**src/rtl/stage_mem_lsu.sv**
```systemverilog
// Memory-access pipeline stage: issues loads/stores over a req/gnt/rvalid handshake,
// stalls upstream while an access is outstanding, and extends load data.
module stage_mem_lsu #(
  parameter int unsigned WD_SIZE        = 32,
  parameter int unsigned INSTR_REG_SIZE = 5,
  parameter int unsigned PC_SIZE        = 32
) (
  input  logic                      clk,
  input  logic                      reset_n,
  input  logic                      valid_i,
  input  logic [PC_SIZE-1:0]        pc_br_i,
  input  logic [INSTR_REG_SIZE-1:0] rd_i,
  input  logic [WD_SIZE-1:0]        alu_result_i,
  input  logic                      alu_zero_i,
  input  logic [WD_SIZE-1:0]        rs2_data_i,
  input  logic                      ctrl_ld_i,
  input  logic                      ctrl_st_i,
  input  logic                      ctrl_br_i,
  input  logic                      ctrl_reg_write_i,
  input  logic [2:0]                ctrl_mem_width_i,
  output logic                      stall_o,
  output logic [INSTR_REG_SIZE-1:0] rd_dc_o,
  output logic                      valid_o,
  output logic                      take_br_o,
  output logic                      ctrl_ld_o,
  output logic                      ctrl_reg_write_o,
  output logic                      misaligned_o,
  output logic [PC_SIZE-1:0]        pc_br_o,
  output logic [INSTR_REG_SIZE-1:0] rd_o,
  output logic [WD_SIZE-1:0]        alu_result_o,
  output logic [WD_SIZE-1:0]        mem_data_o,
  output logic                      dmem_req_o,
  output logic                      dmem_we_o,
  output logic [WD_SIZE/8-1:0]      dmem_be_o,
  output logic [WD_SIZE-1:0]        dmem_addr_o,
  output logic [WD_SIZE-1:0]        dmem_wr_data_o,
  input  logic                      dmem_gnt_i,
  input  logic                      dmem_rvalid_i,
  input  logic [WD_SIZE-1:0]        dmem_rd_data_i
);

  localparam int unsigned NB = WD_SIZE / 8;
  localparam int unsigned OW = $clog2(NB);

  typedef enum logic [1:0] {StIdle, StReq, StWait} state_e;
  state_e state_q, state_d;

  logic [OW-1:0]      offset;
  logic [OW-1:0]      align_mask;
  logic [3:0]         nbytes;
  logic               illegal, mem_op, misaligned, aligned_op;
  logic [WD_SIZE-1:0] ld_lane, ld_ext;

  assign offset  = alu_result_i[OW-1:0];
  assign nbytes  = 4'd1 << ctrl_mem_width_i[1:0];
  assign rd_dc_o = rd_i;

  always_comb begin
    align_mask = '0;
    case (ctrl_mem_width_i[1:0])
      2'd0:    align_mask = '0;
      2'd1:    align_mask = OW'(1);
      2'd2:    align_mask = OW'(3);
      default: align_mask = OW'(7);
    endcase
  end

  // D and WU only exist on the 64-bit datapath; funct3 111 is never legal.
  assign illegal    = (ctrl_mem_width_i == 3'b111) ||
                      ((WD_SIZE == 32) &&
                       ((ctrl_mem_width_i == 3'b011) || (ctrl_mem_width_i == 3'b110)));
  assign mem_op     = valid_i & (ctrl_ld_i | ctrl_st_i);
  assign misaligned = mem_op & (illegal | ((offset & align_mask) != '0));
  assign aligned_op = mem_op & ~misaligned;

  assign dmem_we_o   = ctrl_st_i;
  assign dmem_addr_o = alu_result_i & ~WD_SIZE'(NB - 1);

  always_comb begin
    dmem_be_o      = '0;
    dmem_wr_data_o = '0;
    for (int i = 0; i < NB; i++) begin
      dmem_be_o[i] = (i >= int'(offset)) && (i < int'(offset) + int'(nbytes));
      dmem_wr_data_o[8*i +: 8] = rs2_data_i[8*(i & (int'(nbytes) - 1)) +: 8];
    end
  end

  assign ld_lane = dmem_rd_data_i >> {offset, 3'b000};

  always_comb begin
    ld_ext = ld_lane;
    case (ctrl_mem_width_i)
      3'b000:  ld_ext = WD_SIZE'($signed(ld_lane[7:0]));
      3'b001:  ld_ext = WD_SIZE'($signed(ld_lane[15:0]));
      3'b010:  ld_ext = WD_SIZE'($signed(ld_lane[31:0]));
      3'b100:  ld_ext = WD_SIZE'(ld_lane[7:0]);
      3'b101:  ld_ext = WD_SIZE'(ld_lane[15:0]);
      3'b110:  ld_ext = WD_SIZE'(ld_lane[31:0]);
      default: ld_ext = ld_lane;
    endcase
  end

  always_comb begin
    state_d    = state_q;
    dmem_req_o = 1'b0;
    unique case (state_q)
      StIdle: begin
        if (aligned_op) begin
          dmem_req_o = 1'b1;
          state_d    = dmem_gnt_i ? StWait : StReq;
        end
      end
      StReq: begin
        dmem_req_o = aligned_op;
        if (dmem_gnt_i) state_d = StWait;
      end
      StWait: begin
        if (dmem_rvalid_i) state_d = StIdle;
      end
      default: state_d = StIdle;
    endcase
  end

  assign stall_o = aligned_op & ~((state_q == StWait) & dmem_rvalid_i);

  always_ff @(posedge clk or negedge reset_n) begin
    if (!reset_n) begin
      state_q          <= StIdle;
      valid_o          <= 1'b0;
      take_br_o        <= 1'b0;
      ctrl_ld_o        <= 1'b0;
      ctrl_reg_write_o <= 1'b0;
      misaligned_o     <= 1'b0;
      pc_br_o          <= '0;
      rd_o             <= '0;
      alu_result_o     <= '0;
      mem_data_o       <= '0;
    end else begin
      state_q <= state_d;
      if (stall_o) begin
        // Bubble: control bits cleared, data fields hold.
        valid_o          <= 1'b0;
        take_br_o        <= 1'b0;
        ctrl_ld_o        <= 1'b0;
        ctrl_reg_write_o <= 1'b0;
        misaligned_o     <= 1'b0;
      end else begin
        valid_o          <= valid_i;
        take_br_o        <= valid_i & ctrl_br_i & alu_zero_i;
        ctrl_ld_o        <= ctrl_ld_i;
        ctrl_reg_write_o <= ctrl_reg_write_i & ~misaligned;
        misaligned_o     <= misaligned;
        pc_br_o          <= pc_br_i;
        rd_o             <= rd_i;
        alu_result_o     <= alu_result_i;
        mem_data_o       <= (aligned_op & ctrl_ld_i) ? ld_ext : '0;
      end
    end
  end

endmodule

```
**config.mk**
```make
export PLATFORM = sky130hd
export DESIGN_NAME = stage_mem_lsu
export DESIGN_NICKNAME = d
export VERILOG_FILES = /design/src/rtl/stage_mem_lsu.sv
export SDC_FILE = /design/constraint.sdc
export NUM_CORES = 1
export LEC_CHECK = 0
export BUFFER_PORTS_ARGS = -buffer_cell sky130_fd_sc_hd__buf_2
export CAP_MARGIN = 40
export CORE_AREA = 2 2 127 129
export CTS_BUF_LIST = sky130_fd_sc_hd__clkbuf_2
export DETAILED_ROUTE_END_ITERATION = 10
export DIE_AREA = 0 0 129 131
export GPL_TIMING_DRIVEN = 0
export PLACE_DENSITY = 0.78
export SLEW_MARGIN = 10
export SYNTH_ARGS = -nofsm -noshare
export SYNTH_HDL_FRONTEND = slang
export SYNTH_SLANG_ARGS = --single-unit
```
**constraint.sdc**
```tcl
create_clock -name clk -period 2.3 [get_ports clk]
set_input_delay 0.23 -clock clk [delete_from_list [all_inputs] [get_ports clk]]
set_output_delay 0.23 -clock clk [all_outputs]
set_load 0.05 [all_outputs]
```
* Yosys cells after proc, flatten, opt, wreduce, memory -nomap -nowiden *
Index checks and enable logic that the tools add are counted.

cells by class
  multiplexer cells = 15
  $add $sub $neg = 2
  magnitude comparators = 7
  bitwise gates (word level) = 14
  reductions and logical operators = 10
  equality and inequality tests = 12
  shift operators = 5

operators by type and width
  cell                 count
  $pmux 32 s4          1
  $shiftx 32x6->8      2
  $lt 1x32->1 const A  1
  $lt 2x32->1 const A  1
  $lt 3x32->1 const A  1
  $mux 32              1
  $shiftx 32x5->8      1
  $shr 32x5->32        1
  $eq 3x3->1 const B   4
  $and 1x1->1          9
  $mux 2               4
  $mux 1               6
  $ne 2x2->1 const B   3
  $pmux 2 s3           1
  $add 2x4->5          1
  $lt 2x5->1 const A   1
  $eq 2x1->1 const B   2
  $ge 1x2->1 const A   2
  $logic_not 2->1      2
  $pmux 2 s2           1
  $shl 1x2->4 const A  1
  $eq 3x1->1 const B   1
  $eq 3x2->1 const B   1
  $logic_and 1x1->1    3
  11 further kinds     14

word-level totals
  word-level logic and storage cells = 75
  input port bits = 146
  register bits = 108

* Longest topological paths before layout *
  depth in word-level cells = 10
  depth in mapped cells = 11

* Worst setup path after synthesis *
No wires, ideal clock.

  kind = input to output
  start point = input port ctrl_mem_width_i[1]
  end point = output port dmem_wr_data_o[24]
  data required time = 2.070 ns
  data arrival time = 2.634 ns
  stages = 8
  slack = -0.564 ns
  cells stage by stage = nor2_1 inv_2 buf_2 buf_2 ha_1 clkbuf_1 clkbuf_1 o21ai_0

between the ends
  cells in the longest elaborated chain, start to end = 3

RTL lines
  what             line  text
  start, declared  20    input logic [2:0] ctrl_mem_width_i,
  $shl 1x2->4      55    assign nbytes = 4'd1 << ctrl_mem_width_i[1:0];
  $sub 2x1->2      84    dmem_wr_data_o[8*i +: 8] = rs2_data_i[8*(i & (int'(nbytes) - 1)) +: 8];
  $shiftx 32x6->8  84
  end, declared    36    output logic [WD_SIZE-1:0] dmem_wr_data_o,

Every way passes these cells.

* Final worst setup path *
  start point = input port ctrl_mem_width_i[1]
  end point = output port dmem_wr_data_o[19]

The elaborated chain is that of the path after synthesis.

==> impl_metrics.csv <==
group,metric,value,unit
run_status,outcome,"completed",
layout,layout.nets,1022,
pwr,switching_share,0.411,
layout,layout-drive-gt1-share,0.616,
pwr,p_per_area,558,nW/um2
sta,hold_violations,0,
synth,synth-compound-area-share,0.101,
route,met1_length,6.90,mm
setup_path,worstPathCellList,"buf_2, nor2_2, inv_4, ha_1, clkbuf_8, mux2_2, buf_2",
synth,synth_top_flop_cell,"dfrtp_1",
synth,synth_xor_area_frac,0,
sta,period_share,0.967,
route,first_iter_violations,219,
setup_path,path_delay_family,"buffers and inverters",
cts,clockBufferDepth,2,
pwr,power_frac_clock,0.190,
synth,synthSimpleGateAreaFrac,0.0575,
pwr,p_leak,4.37,nW
setup_path,critical_path_class,"in -> out",
synth,synth_top_cell_area_share,0.500,
placement,hpwl,13.7,mm
min_path,hold_path_startpoint,"dmem_rd_data_i[10]",
cts,cts.htree.levels,3,
synth,synthCells,430,
layout,mostFrequentLayoutCell,"buf_2",
setup_path,r2r_start,"state_q[0]",
min_path,min_path_type,"in -> reg",
route,wl_met3,1.50,mm
synth,yosysTopAreaCell,"dfrtp_1",
setup_path,path_max_fanout,26,
layout,final_area,8580,um2
floorplan,die_w,129,um
sta,finClkSkew,0.0352,ns
synth,ys_ff_latch,108,
cts,clock_sinks,108,
setup_path,worstPathBufferInverterCount,4,
setup_path,cpPeakStageDelay,0.46,ns
placement,dp_slack,-0.917,ns
pwr,seq_power_share,0.431,
layout,area_growth,59.0,%
floorplan,dieArea,16900,um2
global_route,antenna_found_initial,4,
min_path,holdPathEnd,"mem_data_o[2]",
floorplan,ioPinCount,328,
route,wire_per_inst,17.5,um
pwr,p_int,0.00282,W
floorplan,initial_core_util,0.346,
setup_path,cp_common_cell,"buf_2",
sta,min_period,2.22,ns
synth,synth_adder_area_share,0.00834,
layout,final_util,0.550,
synth,syn_area_per_cell,12.6,um2
sta,slew_headroom,0.460,
cts,insertion_delay,0.59,ns
setup_path,crit_slowest_cell,"ha_1",
synth,synth_mux_area_frac,0.241,
placement,place_area,7360,um2
global_route,grt_pass1_wl,27.4,mm
sta,setup_violations,0,
placement,port_buffers,325,
floorplan,die_y,131,um
route,drt_pass1_iterations,4,
setup_path,r2r_end,"mem_data_o[22]",
global_route,grt_overflow_total,0,
setup_path,reg2reg_depth,6,
sta,fmax,450,MHz
pwr,p_switching,0.00197,W
global_route,grt_max_degree,62,
global_route,grt_usage,0.214,
route,met2_wirelength,10.4,mm
min_path,worstHoldPathCells,4,
route,drt-total-wl,19.2,mm
setup_path,cp.required,2.07,ns
cts,clkTransAtPathRegs,0.34,ns
cts,cts-root-buf,"clkbuf_2",
pwr,max-vdd-ir-drop,0.000303,V
cts,cts_tree,"done",
sta,worst_pin_slew,0.807,ns
floorplan,rows,46,
sta,finalMaxSlewViolations,0,
setup_path,rrSetupSlack,0.15,ns
synth,synth_area_leaders,"dfrtp_1 50%, mux2_2 19%, buf_4 6.7%, mux2i_1 4.3%, a221o_2 3.3%",
setup_path,critPathArrivalTime,1.99,ns
route,drc_errors,0,
synth,ys_seq_area_frac,0.500,
placement,place_congestion,0.873,
sta,worst_slack,0.0766,ns
synth,ys_warn_count,0,
synth,synth_top_family_by_area,"multiplexers",
synth,synth.distinct_cells,38,
setup_path,endpoint_kind,"primary output",
global_route,grt_pass1_vias,5168,
setup_path,worst_setup_path_start_kind,"primary input",
flow_run,maxCapViolations,0,
route,post_drt_via_cell_ratio,4.84,
route,vias,5313,
floorplan,core,15600,um2
layout,final_cell_mix,"335 x buf_2, 108 x dfrtp_1, 100 x dlygate4sd3_1, 93 x mux2_2, 56 x buf_4",
route,top_layer_used,"met4",
synth,synth-edff-count,0,
pwr,power_frac_comb,0.379,
route,drtAntennaViolNets,0,
synth,synthArstFlopShare,1.00,
cts,cts_inserted_buffers,9,
synth,synthesis.area,5400,um2
[area by class of cell]
type	instances	area (um2)
tap	216	270
timing repair buffer	435	2740
fill	1296	7010
buffer	69	479
inverter	3	13.8
multi-input combinational	247	2240
clock inverter	7	83.8
sequential	108	2700
antenna	4	10.0
clock buffer	9	45.0
[cell usage after synthesis (3+ instances only)]
library cell	instances
mux2i_1	23
o21ai_0	24
clkbuf_1	6
mux2_2	93
a22o_1	8
nor2b_1	5
buf_4	48
buf_2	15
buf_1	3
a21oi_1	12
nor2_1	7
nand3b_1	8
dfrtp_1	108
a221o_2	16
o2bb2ai_1	8
nand2_1	18
nor3_1	4
[power groups by stage]
stage	clock network, W	logic, W	registers [W]
2_1_floorplan	0	0.000766	0.00248
3_3_place_gp	0	0.00163	0.00209
3_5_place_dp	0	0.00165	0.00210
4_1_cts	0.000962	0.00179	0.00206
5_1_grt	0.00104	0.00190	0.00208
6_report	0.000908	0.00182	0.00207
[logic make-up (layout without fill, tap and decap cells)]
group	after synthesis	in the layout
multiplexers	117	117
flip-flops	108	108
buffers and inverters	76	523
AO/OA/AOI/OAI	73	73
AND/OR/NAND/NOR	52	52
adder cells (fa/ha/maj)	3	3
other	1	6
[per-stage QoR]
stage	hold slack, ns	total power, W	instances	TNS, ns
2_1_floorplan	-0.0656	0.00325	431	-0.852
4_1_cts	0.000542	0.00482	1083	0
5_1_grt	0.00611	0.00503	1098	-0.00598
3_3_place_gp	0.402	0.00371	972	-98.91
3_5_place_dp	0.196	0.00375	973	-70.87
6_report	0.0867	0.00479	1098	0
[how the worst max path moves through the flow]
stage,startpoint,cells after the start,slack [ns],end
6_report,ctrl_mem_width_i[1],7,0.08,dmem_wr_data_o[19]
5_1_grt,ctrl_mem_width_i[1],8,-0.006,dmem_wr_data_o[24]
4_1_cts,ctrl_ld_i,7,0.03,stall_o
3_5_place_dp,ctrl_mem_width_i[1],12,-0.92,stall_o
3_3_place_gp,ctrl_mem_width_i[1],12,-0.94,stall_o
2_1_floorplan,ctrl_mem_width_i[1],8,-0.17,dmem_wr_data_o[24]
[worst register-to-register path, stage by stage (launching register included)]
cell and delay, ns:
dfrtp_1 0.46, and3b_2 0.31, buf_4 0.13, or4b_4 0.46, nor4_4 0.45, buf_6 0.22, a221o_2 0.11
[routing by layer]
| layer | track usage | up-vias |
|---|---|---|
| li1 | - | 2409 |
| met5 | 0 | - |
| met4 | 0.0818 | 0 |
| met2 | 0.408 | 292 |
| met1 | 0.226 | 2578 |
| met3 | 0.0554 | 34 |
[state kept, by name, summed over array words and instances, names as in the netlist]
| register | cells |
|---|---|
| pc_br_o | 32 |
| mem_data_o | 32 |
| valid_o | 1 |
| misaligned_o | 1 |
| ctrl_ld_o | 1 |
| alu_result_o | 32 |
| state_q | 2 |
| take_br_o | 1 |
| ctrl_reg_write_o | 1 |
| rd_o | 5 |
[what timing repair did]
item                                    4_1_cts  5_1_grt
resized for setup                            11        3
hold buffers                                 94        6
setup buffers                                 3        5
endpoints found under the setup margin       29        2
endpoints found under the hold margin       199        9
pin swaps                                     1        2
No activity file was read; power rests on OpenSTA's default activity.
